$ cat config.mk
export PLATFORM = sky130hd
export DESIGN_NAME = nms_datapath_flat
export DESIGN_NICKNAME = d
export VERILOG_FILES = /design/src/rtl/nms_datapath_if.sv /design/src/rtl/nms_datapath.sv /design/src/flat_wrapper.sv
export SDC_FILE = /design/constraint.sdc
export NUM_CORES = 1
export LEC_CHECK = 0
export BUFFER_PORTS_ARGS = -buffer_cell sky130_fd_sc_hd__buf_2
export CAP_MARGIN = 20
export CORE_MARGIN = 2
export CORE_UTILIZATION = 30
export CTS_CLUSTER_SIZE = 16
export DETAILED_ROUTE_END_ITERATION = 7
export HOLD_SLACK_MARGIN = 0.08
export PLACE_DENSITY = 0.43
export SKIP_LAST_GASP = 1
export SYNTH_ARGS = -nofsm -noshare
export SYNTH_HDL_FRONTEND = slang
export SYNTH_SLANG_ARGS = --single-unit
$ cat constraint.sdc
create_clock -name clock -period 3.8 [get_ports clock]
set_clock_uncertainty 0.05 [all_clocks]
set_input_delay 1.14 -clock clock [delete_from_list [all_inputs] [get_ports clock]]
set_output_delay 1.14 -clock clock [all_outputs]
set_load 0.01 [all_outputs]
$ cat src/rtl/nms_datapath_if.sv
// Bus bundle between the NMS sequencer, score memory, keypoint writer and the
// NMS score datapath.
//   refAddr   : current score-memory write address (sequencer)
//   adjNumber : neighbour index 0..8 issued this cycle, other = idle
//   regAddr   : register index 0..8 whose score arrives this cycle, other = none
//   readen    : one-cycle evaluate strobe
//   memAddr / memRen / memData : score-memory read port (data one cycle after ren)
//   nmsValid / isMax / nmsAddr / winErr : keypoint result
// slave = datapath view, master = sequencer/memory/writer view.
interface nms_datapath_if #(parameter int SCORE_W = 8);
  logic [14:0]        refAddr;
  logic [3:0]         adjNumber;
  logic [3:0]         regAddr;
  logic               readen;
  logic [14:0]        memAddr;
  logic               memRen;
  logic [SCORE_W-1:0] memData;
  logic               nmsValid;
  logic               isMax;
  logic [14:0]        nmsAddr;
  logic               winErr;

  modport slave (
    input  refAddr, adjNumber, regAddr, readen, memData,
    output memAddr, memRen, nmsValid, isMax, nmsAddr, winErr
  );

  modport master (
    output refAddr, adjNumber, regAddr, readen, memData,
    input  memAddr, memRen, nmsValid, isMax, nmsAddr, winErr
  );
endinterface

$ cat src/rtl/nms_datapath.sv
// NMS score datapath: fetches the 3x3 FAST score window around a candidate
// centre, holds it in a 9-entry register file and reports whether the centre
// score is a strict local maximum.
// Ports:
//   clock  : rising-edge clock
//   nReset : asynchronous active-low reset
//   bus    : nms_datapath_if slave (sequencer inputs, memory port, result)
module nms_datapath #(
  parameter int IMG_WIDTH  = 300,
  parameter int CENTER_LAG = 302,
  parameter int SCORE_W    = 8
) (
  input  logic          clock,
  input  logic          nReset,
  nms_datapath_if.slave bus
);
  localparam logic [14:0] ROW = 15'(IMG_WIDTH);
  localparam logic [14:0] LAG = 15'(CENTER_LAG);

  logic [14:0]              centre_addr, base, row_off, col_off;
  logic [8:0][SCORE_W-1:0]  score, score_nxt;
  logic [8:0]               mask, load, mask_nxt, gt;
  logic                     adj_ok, first, win_full, is_max_nxt;

  assign adj_ok = (bus.adjNumber <= 4'd8);
  assign first  = (bus.adjNumber == 4'd0);
  // Index 0 starts a new window, so its address comes straight from refAddr;
  // later indices use the latched centre so refAddr may move freely.
  assign base   = first ? (bus.refAddr - LAG) : centre_addr;

  always_comb begin
    row_off = '0;
    col_off = '0;
    case (bus.adjNumber)
      4'd0, 4'd1, 4'd2: row_off = 15'd0 - ROW;
      4'd6, 4'd7, 4'd8: row_off = ROW;
      default:          row_off = '0;
    endcase
    case (bus.adjNumber)
      4'd0, 4'd3, 4'd6: col_off = 15'h7FFF;
      4'd2, 4'd5, 4'd8: col_off = 15'd1;
      default:          col_off = '0;
    endcase
  end

  // Same-cycle load is folded into the evaluated window (load-then-compare).
  genvar k;
  generate
    for (k = 0; k < 9; k++) begin : g_ent
      assign load[k]      = (bus.regAddr == 4'(k));
      assign score_nxt[k] = load[k] ? bus.memData : score[k];
      assign mask_nxt[k]  = mask[k] | load[k];
      if (k == 4) begin : g_ctr
        assign gt[k] = 1'b1;
      end else begin : g_nbr
        assign gt[k] = (score_nxt[4] > score_nxt[k]);
      end
    end
  endgenerate

  assign win_full   = &mask_nxt;
  assign is_max_nxt = win_full && (score_nxt[4] != '0) && (&gt);

  always_ff @(posedge clock or negedge nReset) begin
    if (!nReset) begin
      bus.memAddr  <= '0;
      bus.memRen   <= 1'b0;
      bus.nmsValid <= 1'b0;
      bus.isMax    <= 1'b0;
      bus.nmsAddr  <= '0;
      bus.winErr   <= 1'b0;
      centre_addr  <= '0;
      score        <= '0;
      mask         <= '0;
    end else begin
      bus.memRen <= adj_ok;
      if (adj_ok) bus.memAddr <= base + row_off + col_off;
      if (first)  centre_addr <= base;
      score <= score_nxt;
      // A window start drops old mask bits but keeps a load landing this cycle.
      mask  <= (first ? 9'h000 : mask) | load;
      bus.nmsValid <= bus.readen;
      // Evaluation reports on the window being closed, so it wins over the
      // winErr clear of a window starting in the same cycle.
      if (bus.readen) begin
        bus.isMax   <= is_max_nxt;
        bus.nmsAddr <= centre_addr;
        bus.winErr  <= ~win_full;
      end else if (first) begin
        bus.winErr  <= 1'b0;
      end
    end
  end
endmodule

$ cat src/flat_wrapper.sv
// flat-port wrapper written by rule: the top's interface ports become plain ports
module nms_datapath_flat 
#(
  parameter int IMG_WIDTH  = 300,
  parameter int CENTER_LAG = 302,
  parameter int SCORE_W    = 8
)
  (clock, nReset, bus_refAddr, bus_adjNumber, bus_regAddr, bus_readen, bus_memData, bus_memAddr, bus_memRen, bus_nmsValid, bus_isMax, bus_nmsAddr, bus_winErr);
  nms_datapath_if #(.SCORE_W(SCORE_W)) bus_i ();
  input  logic clock;
  input  logic nReset;
  input wire logic [$bits(bus_i.refAddr)-1:0] bus_refAddr;
  input wire logic [$bits(bus_i.adjNumber)-1:0] bus_adjNumber;
  input wire logic [$bits(bus_i.regAddr)-1:0] bus_regAddr;
  input wire logic [$bits(bus_i.readen)-1:0] bus_readen;
  input wire logic [$bits(bus_i.memData)-1:0] bus_memData;
  output wire logic [$bits(bus_i.memAddr)-1:0] bus_memAddr;
  output wire logic [$bits(bus_i.memRen)-1:0] bus_memRen;
  output wire logic [$bits(bus_i.nmsValid)-1:0] bus_nmsValid;
  output wire logic [$bits(bus_i.isMax)-1:0] bus_isMax;
  output wire logic [$bits(bus_i.nmsAddr)-1:0] bus_nmsAddr;
  output wire logic [$bits(bus_i.winErr)-1:0] bus_winErr;
  assign bus_i.refAddr = bus_refAddr;
  assign bus_i.adjNumber = bus_adjNumber;
  assign bus_i.regAddr = bus_regAddr;
  assign bus_i.readen = bus_readen;
  assign bus_i.memData = bus_memData;
  assign bus_memAddr = bus_i.memAddr;
  assign bus_memRen = bus_i.memRen;
  assign bus_nmsValid = bus_i.nmsValid;
  assign bus_isMax = bus_i.isMax;
  assign bus_nmsAddr = bus_i.nmsAddr;
  assign bus_winErr = bus_i.winErr;
  nms_datapath #(.IMG_WIDTH(IMG_WIDTH), .CENTER_LAG(CENTER_LAG), .SCORE_W(SCORE_W)) u_core (.clock(clock), .nReset(nReset), .bus(bus_i));
endmodule
# == Word-level counts from Yosys, hierarchy flattened ==
# Cells that the tools add are included.
# word_totals
n_memories,0
inputBits,34
out_inout_bits,34
elab_cells,82
ram_bits,0
rom_bits,0
latch_bits,0
regBits,130
# op_classes
n_eq_ne,15
addsub,3
reduce_logical,12
magnitude_cmp,9
shifts,0
div,0
multipliers,0
n_bitwise,11
mux,15
# op_table
op,n
two-way mux 8 bit,9
greater-than comparator 8 bit,8
one-hot mux 15 bit (2 select lines),2
adder 15 bit,2
"equality test 4 x 3 -> 1 bit, second input constant",7
"equality test 4 x 2 -> 1 bit, second input constant",4
two-way mux 15 bit,1
"subtractor 15 x 9 -> 15 bit, second input constant",1
OR reduction 3 bit,4
two-way mux 9 bit,1
bitwise OR 1 bit,9
bitwise OR 9 bit,1
AND reduction 9 bit,1
"equality test 4 x 1 -> 1 bit, second input constant",2
"equality test 4 bit, second input constant",2
zero test 4 bit,2
AND reduction 8 bit,1
nonzero test 8 bit,1
"less-or-equal comparator 4 bit, second input constant",1
logical AND 1 bit,2
two-way mux 1 bit,2
nonzero test 2 bit,1
inverter 1 bit,1

# == Logic depth before layout (Yosys ltp) ==
# depth
ltp_word,5
depth_mapped,17
ltp_nobuf,16

# == Worst setup path before layout ==
# Ideal clock, no wire load.
# synth_timing
kind,input -> register
start,input bus_adjNumber[1]
end,register u_core.bus.memAddr[14]
path_slack_ps,-1119
arrival_time_ps,4792
required_ps,3673
path_stages,14
n_path_buf,0
setup_ps,77
cell_sequence,nor3_1 -> a21oi_1 -> nor2_1 -> inv_1 -> fa_1 -> inv_1 -> ha_1 -> a21oi_1 -> o211ai_1 -> o41ai_2 -> o211ai_1 -> a31oi_1 -> xnor3_1 -> a21oi_1
# synth_via
elab_chain_cells,5
word_cells_on_any_way,18
cone_classes,2 x add/sub; 1 x order compare; 7 x eq/ne; 3 x mux; 5 x reduce/logical
# synth_lines
element,line,text
start: declaration,flat_wrapper.sv:13,input wire logic [$bits(bus_i.adjNumber)-1:0] bus_adjNumber;
"equality test 4 x 3 -> 1 bit, or another cell as far along",nms_datapath.sv:34,case (bus.adjNumber)
OR reduction 3 bit,nms_datapath.sv:34,
one-hot mux 15 bit (2 select lines),nms_datapath.sv:34,
adder 15 bit (2 in series),nms_datapath.sv:77,if (adj_ok) bus.memAddr <= base + row_off + col_off;
end signal: assignment,nms_datapath.sv:77,
end: declaration,nms_datapath_if.sv:25,"output memAddr, memRen, nmsValid, isMax, nmsAddr, winErr"
# Parallel ways exist; a longest one is shown, timed or not.
# A chain may end at the register's enable or synchronous reset.

# == Worst setup path after layout ==
# layout_timing
start,input bus_adjNumber[2]
end,register u_core.bus.memAddr[13]
# layout_via
word_cells_on_any_way,18
cone_classes,2 x add/sub; 1 x order compare; 7 x eq/ne; 3 x mux; 5 x reduce/logical
# layout_lines
element,line,text
zero test 4 bit,nms_datapath.sv:26,assign first = (bus.adjNumber == 4'd0);
two-way mux 15 bit,nms_datapath.sv:29,assign base = first ? (bus.refAddr - LAG) : centre_addr;
net u_core.base[4],nms_datapath.sv:20,"logic [14:0] centre_addr, base, row_off, col_off;"
adder 15 bit (2 in series),nms_datapath.sv:77,
# The timed path passes the listed nets, and every way through them passes these cells.

==> flow_metrics.tcl <==
set metrics [dict create \
    status "complete, but fails checks" \
    failed_checks "negative setup slack" \
    met3_length_um 625 \
    final_util_pct 40.8 \
    cp_max_fo 7 \
    max_freq_mhz 249 \
    worstMarginPinSlew_ns 0.565 \
    relSlewSlack_pct 62.3 \
    ctsLongestPathBuffers 2 \
    first_pass_iters 4 \
    rows 58 \
    hold_buffers 0 \
    wl_per_cell_um 17.1 \
    finalHoldViolations 0 \
    viasPerCell 4.74 \
    worstSetupStartpointType "input port" \
    syn_inst 721 \
    crit_family "compound AO/OA/AOI/OAI gates" \
    placed_area_sq_mm 0.00953 \
    avgSynthCellArea_sq_um 10.8 \
    ys_seq_area_share_pct 41.8 \
    clock_latency_ns 0.43 \
    die_w_um 165 \
    routabilityCongestion 0.864 \
    rsz0062_at_grt "true" \
    cts_sinks 130 \
    grt_util_all_layers_pct 17.0 \
    fp.dieH_um 165 \
    fin_ws_ns -0.210 \
    grt_pass1_vias 6441 \
    portBuffers 67 \
    topRoutingLayerUsed "met5" \
    synthArstFlopShare_pct 100 \
    grt_max_degree 54 \
    syn_area_sq_mm 0.00778 \
    cpMaxStageDelayCell "fa_1" \
    vias 5981 \
    cp.arrival_ns 4.27 \
    stdcell_count 1262 \
    clk_pin_slew_ns 0.06 \
    cts_tree "built" \
    hold_path.class "reg2reg" \
    die-area_sq_mm 0.0272 \
    power_density_mw_per_mm2 551 \
    io_pins 68 \
    synth_edf_count 0 \
    slew_viol_final 0 \
    maxCapViolCount 0 \
    cts_buffers 17 \
    antenna_found_initial 1 \
    leakage_nw 5.09 \
    wl_met1_um 9860 \
    start_util_pct 30.7 \
    setup.worst_path.class "in2reg" \
    crit_required_ns 4.06 \
    cpPeakStageDelay_ns 0.60 \
    area_growth_pct 32.9 \
    htree_levels 4 \
    antenna_cells 0 \
    dpl.hpwl_um 16300 \
    grt_pass1_wl_um 34600 \
    ys_top_cells_by_area "dfrtp_1 (42%), ha_1 (13%), mux2i_1 (6.3%)" \
    wirelength_um 21600 \
    end_kind "register" \
    synth_top_area_share_pct 41.8 \
    dp_cells 1217 \
    detail-route-antenna-nets 0 \
    fin_area_sq_mm 0.0103 \
    drtIter0Drc 269 \
    min_period_over_period_pct 106 \
    cts-root-buf "clkbuf_16" \
    finalSetupViolCount 7 \
    core_area_sq_mm 0.0253 \
    drive_above_1_share_pct 34.4 \
    fin_nets 1047 \
    wl_met2_um 10700 \
    cp_cell_sequence "buf_8 -> or3_4 -> nor2_4 -> mux2_4 -> fa_1 -> ha_4 -> buf_6 -> o21a_1 -> o31a_1 -> o211ai_1 -> a21oi_2 -> o31ai_2 -> xor2_1 -> o21ai_1" \
    synth_fp_nets 849 \
    synth.most_common_cell "dfrtp_1" \
    ys_types 54 \
    ys_seq_elements 130 \
    grt_overflow 0 \
    synth_flop_cell "dfrtp_1" \
    crit_buf_inv 2 \
    synth_top_area_cell "dfrtp_1" \
    synth_warnings 0 \
    vdd_drop_max_mv 0.240 \
    drc_errors 0 \
    period_needed_ns 4.01 \
    ys_top_cells_by_count "dfrtp_1 (130), ha_1 (81), inv_1 (76)" \
]
## report_power, final
group,total (mW),switching (mW),internal (mW)
Clock,1.67,0.668,1.01
Combinational,2.16,1.09,1.06
Sequential,1.86,0.149,1.72
Total,5.70,1.91,3.79
## worst reg2reg max path, cell delays in order, from the launching register on
cell and delay (ns):
dfrtp_1 0.42, mux2_4 0.29, fa_1 0.60, ha_4 0.24, buf_6 0.12, o21a_1 0.15, o31a_1 0.12, o211ai_1 0.27
a21oi_2 0.12, o31ai_2 0.24, xor2_1 0.17, o21ai_1 0.08
## stage by stage
step                      power [mW]  hold WS, ns  TNS, ns  worst slack, ns
after floorplan                 3.11        0.400    -1.88           -0.400
after global placement          3.94        0.413    -5.17           -0.679
after detailed placement        3.99        0.422    -5.63           -0.755
after CTS                       5.73        0.438   -0.898           -0.181
after global routing            6.13        0.461    -1.99           -0.325
final                           5.70        0.435   -0.930           -0.210
## timing repair
item / in CTS / in global routing
endpoints found under the setup margin: 7 / 9
gates cloned: 0 / 0
pin swaps: 18 / 17
setup buffers: 12 / 4
gates resized for setup: 14 / 15
## placed cells by master, fill, tap and decap left out, drive strengths merged, types with 4 or more instances in the layout
| master | n |
|---|---|
| o21a | 13 |
| nor3 | 9 |
| mux2 | 43 |
| dfrtp | 130 |
| o21ai | 34 |
| nand2 | 40 |
| buf | 207 |
| and4 | 5 |
| fa | 13 |
| nand2b | 5 |
| nor2 | 30 |
| ha | 81 |
| inv | 79 |
| nand4 | 13 |
| nor4b | 4 |
| a21oi | 41 |
| nor2b | 11 |
| xnor2 | 11 |
| o31ai | 4 |
| clkinv | 6 |
| nand3 | 5 |
| clkbuf | 21 |
| o211ai | 6 |
| xor2 | 13 |
| a21o | 21 |
| mux2i | 49 |
| nor4 | 7 |
## routing by layer
layer | vias to the layer above | track usage (%)
li1 | 2910 | -
met1 | 2972 | 21.5
met2 | 72 | 28.9
met3 | 25 | 3.47
met4 | 2 | 5.69
met5 | - | 0
## final timing paths
kind,slack [ns],cells past startpoint,start,endpoint
worst max-delay path,-0.21,14,bus_adjNumber[2],u_core.bus.memAddr[13]
worst min-delay path,0.43,2,u_core.score[49],u_core.score[49]
worst max register to register,0.82,11,u_core.centre_addr[4],u_core.bus.memAddr[13]
worst min register to register,0.43,2,u_core.score[49],u_core.score[49]
max in group asynchronous,2.28,2,nReset,u_core.score[54]
min in group asynchronous,0.61,1,nReset,u_core.score[51]
## flip-flops by register name (all words and copies together), names as in the netlist
register             cells
u_core.bus.nmsAddr      15
u_core.bus.winErr        1
u_core.bus.nmsValid      1
u_core.bus.memAddr      15
u_core.mask              9
u_core.centre_addr      15
u_core.score            72
u_core.bus.memRen        1
u_core.bus.isMax         1
## cell type report
class / count / area [sq um]
well taps: 330 / 413
fillers: 2482 / 15000
clock buffers: 21 / 460
clock inverters: 11 / 129
repair buffers: 207 / 1480
multi-input cells: 486 / 4310
inverters: 77 / 292
flip-flops and latches: 130 / 3250
## logic make-up after synthesis
| family | share of synthesized area (%) |
|---|---|
| XOR/XNOR | 2.99 |
| AO/OA/AOI/OAI | 10.7 |
| multiplexers | 12.5 |
| flip-flops | 41.8 |
| buffers and inverters | 5.37 |
| adder cells (fa/ha/maj) | 16.4 |
| AND/OR/NAND/NOR | 10.2 |
No activity file was read; power rests on OpenSTA's default activity.
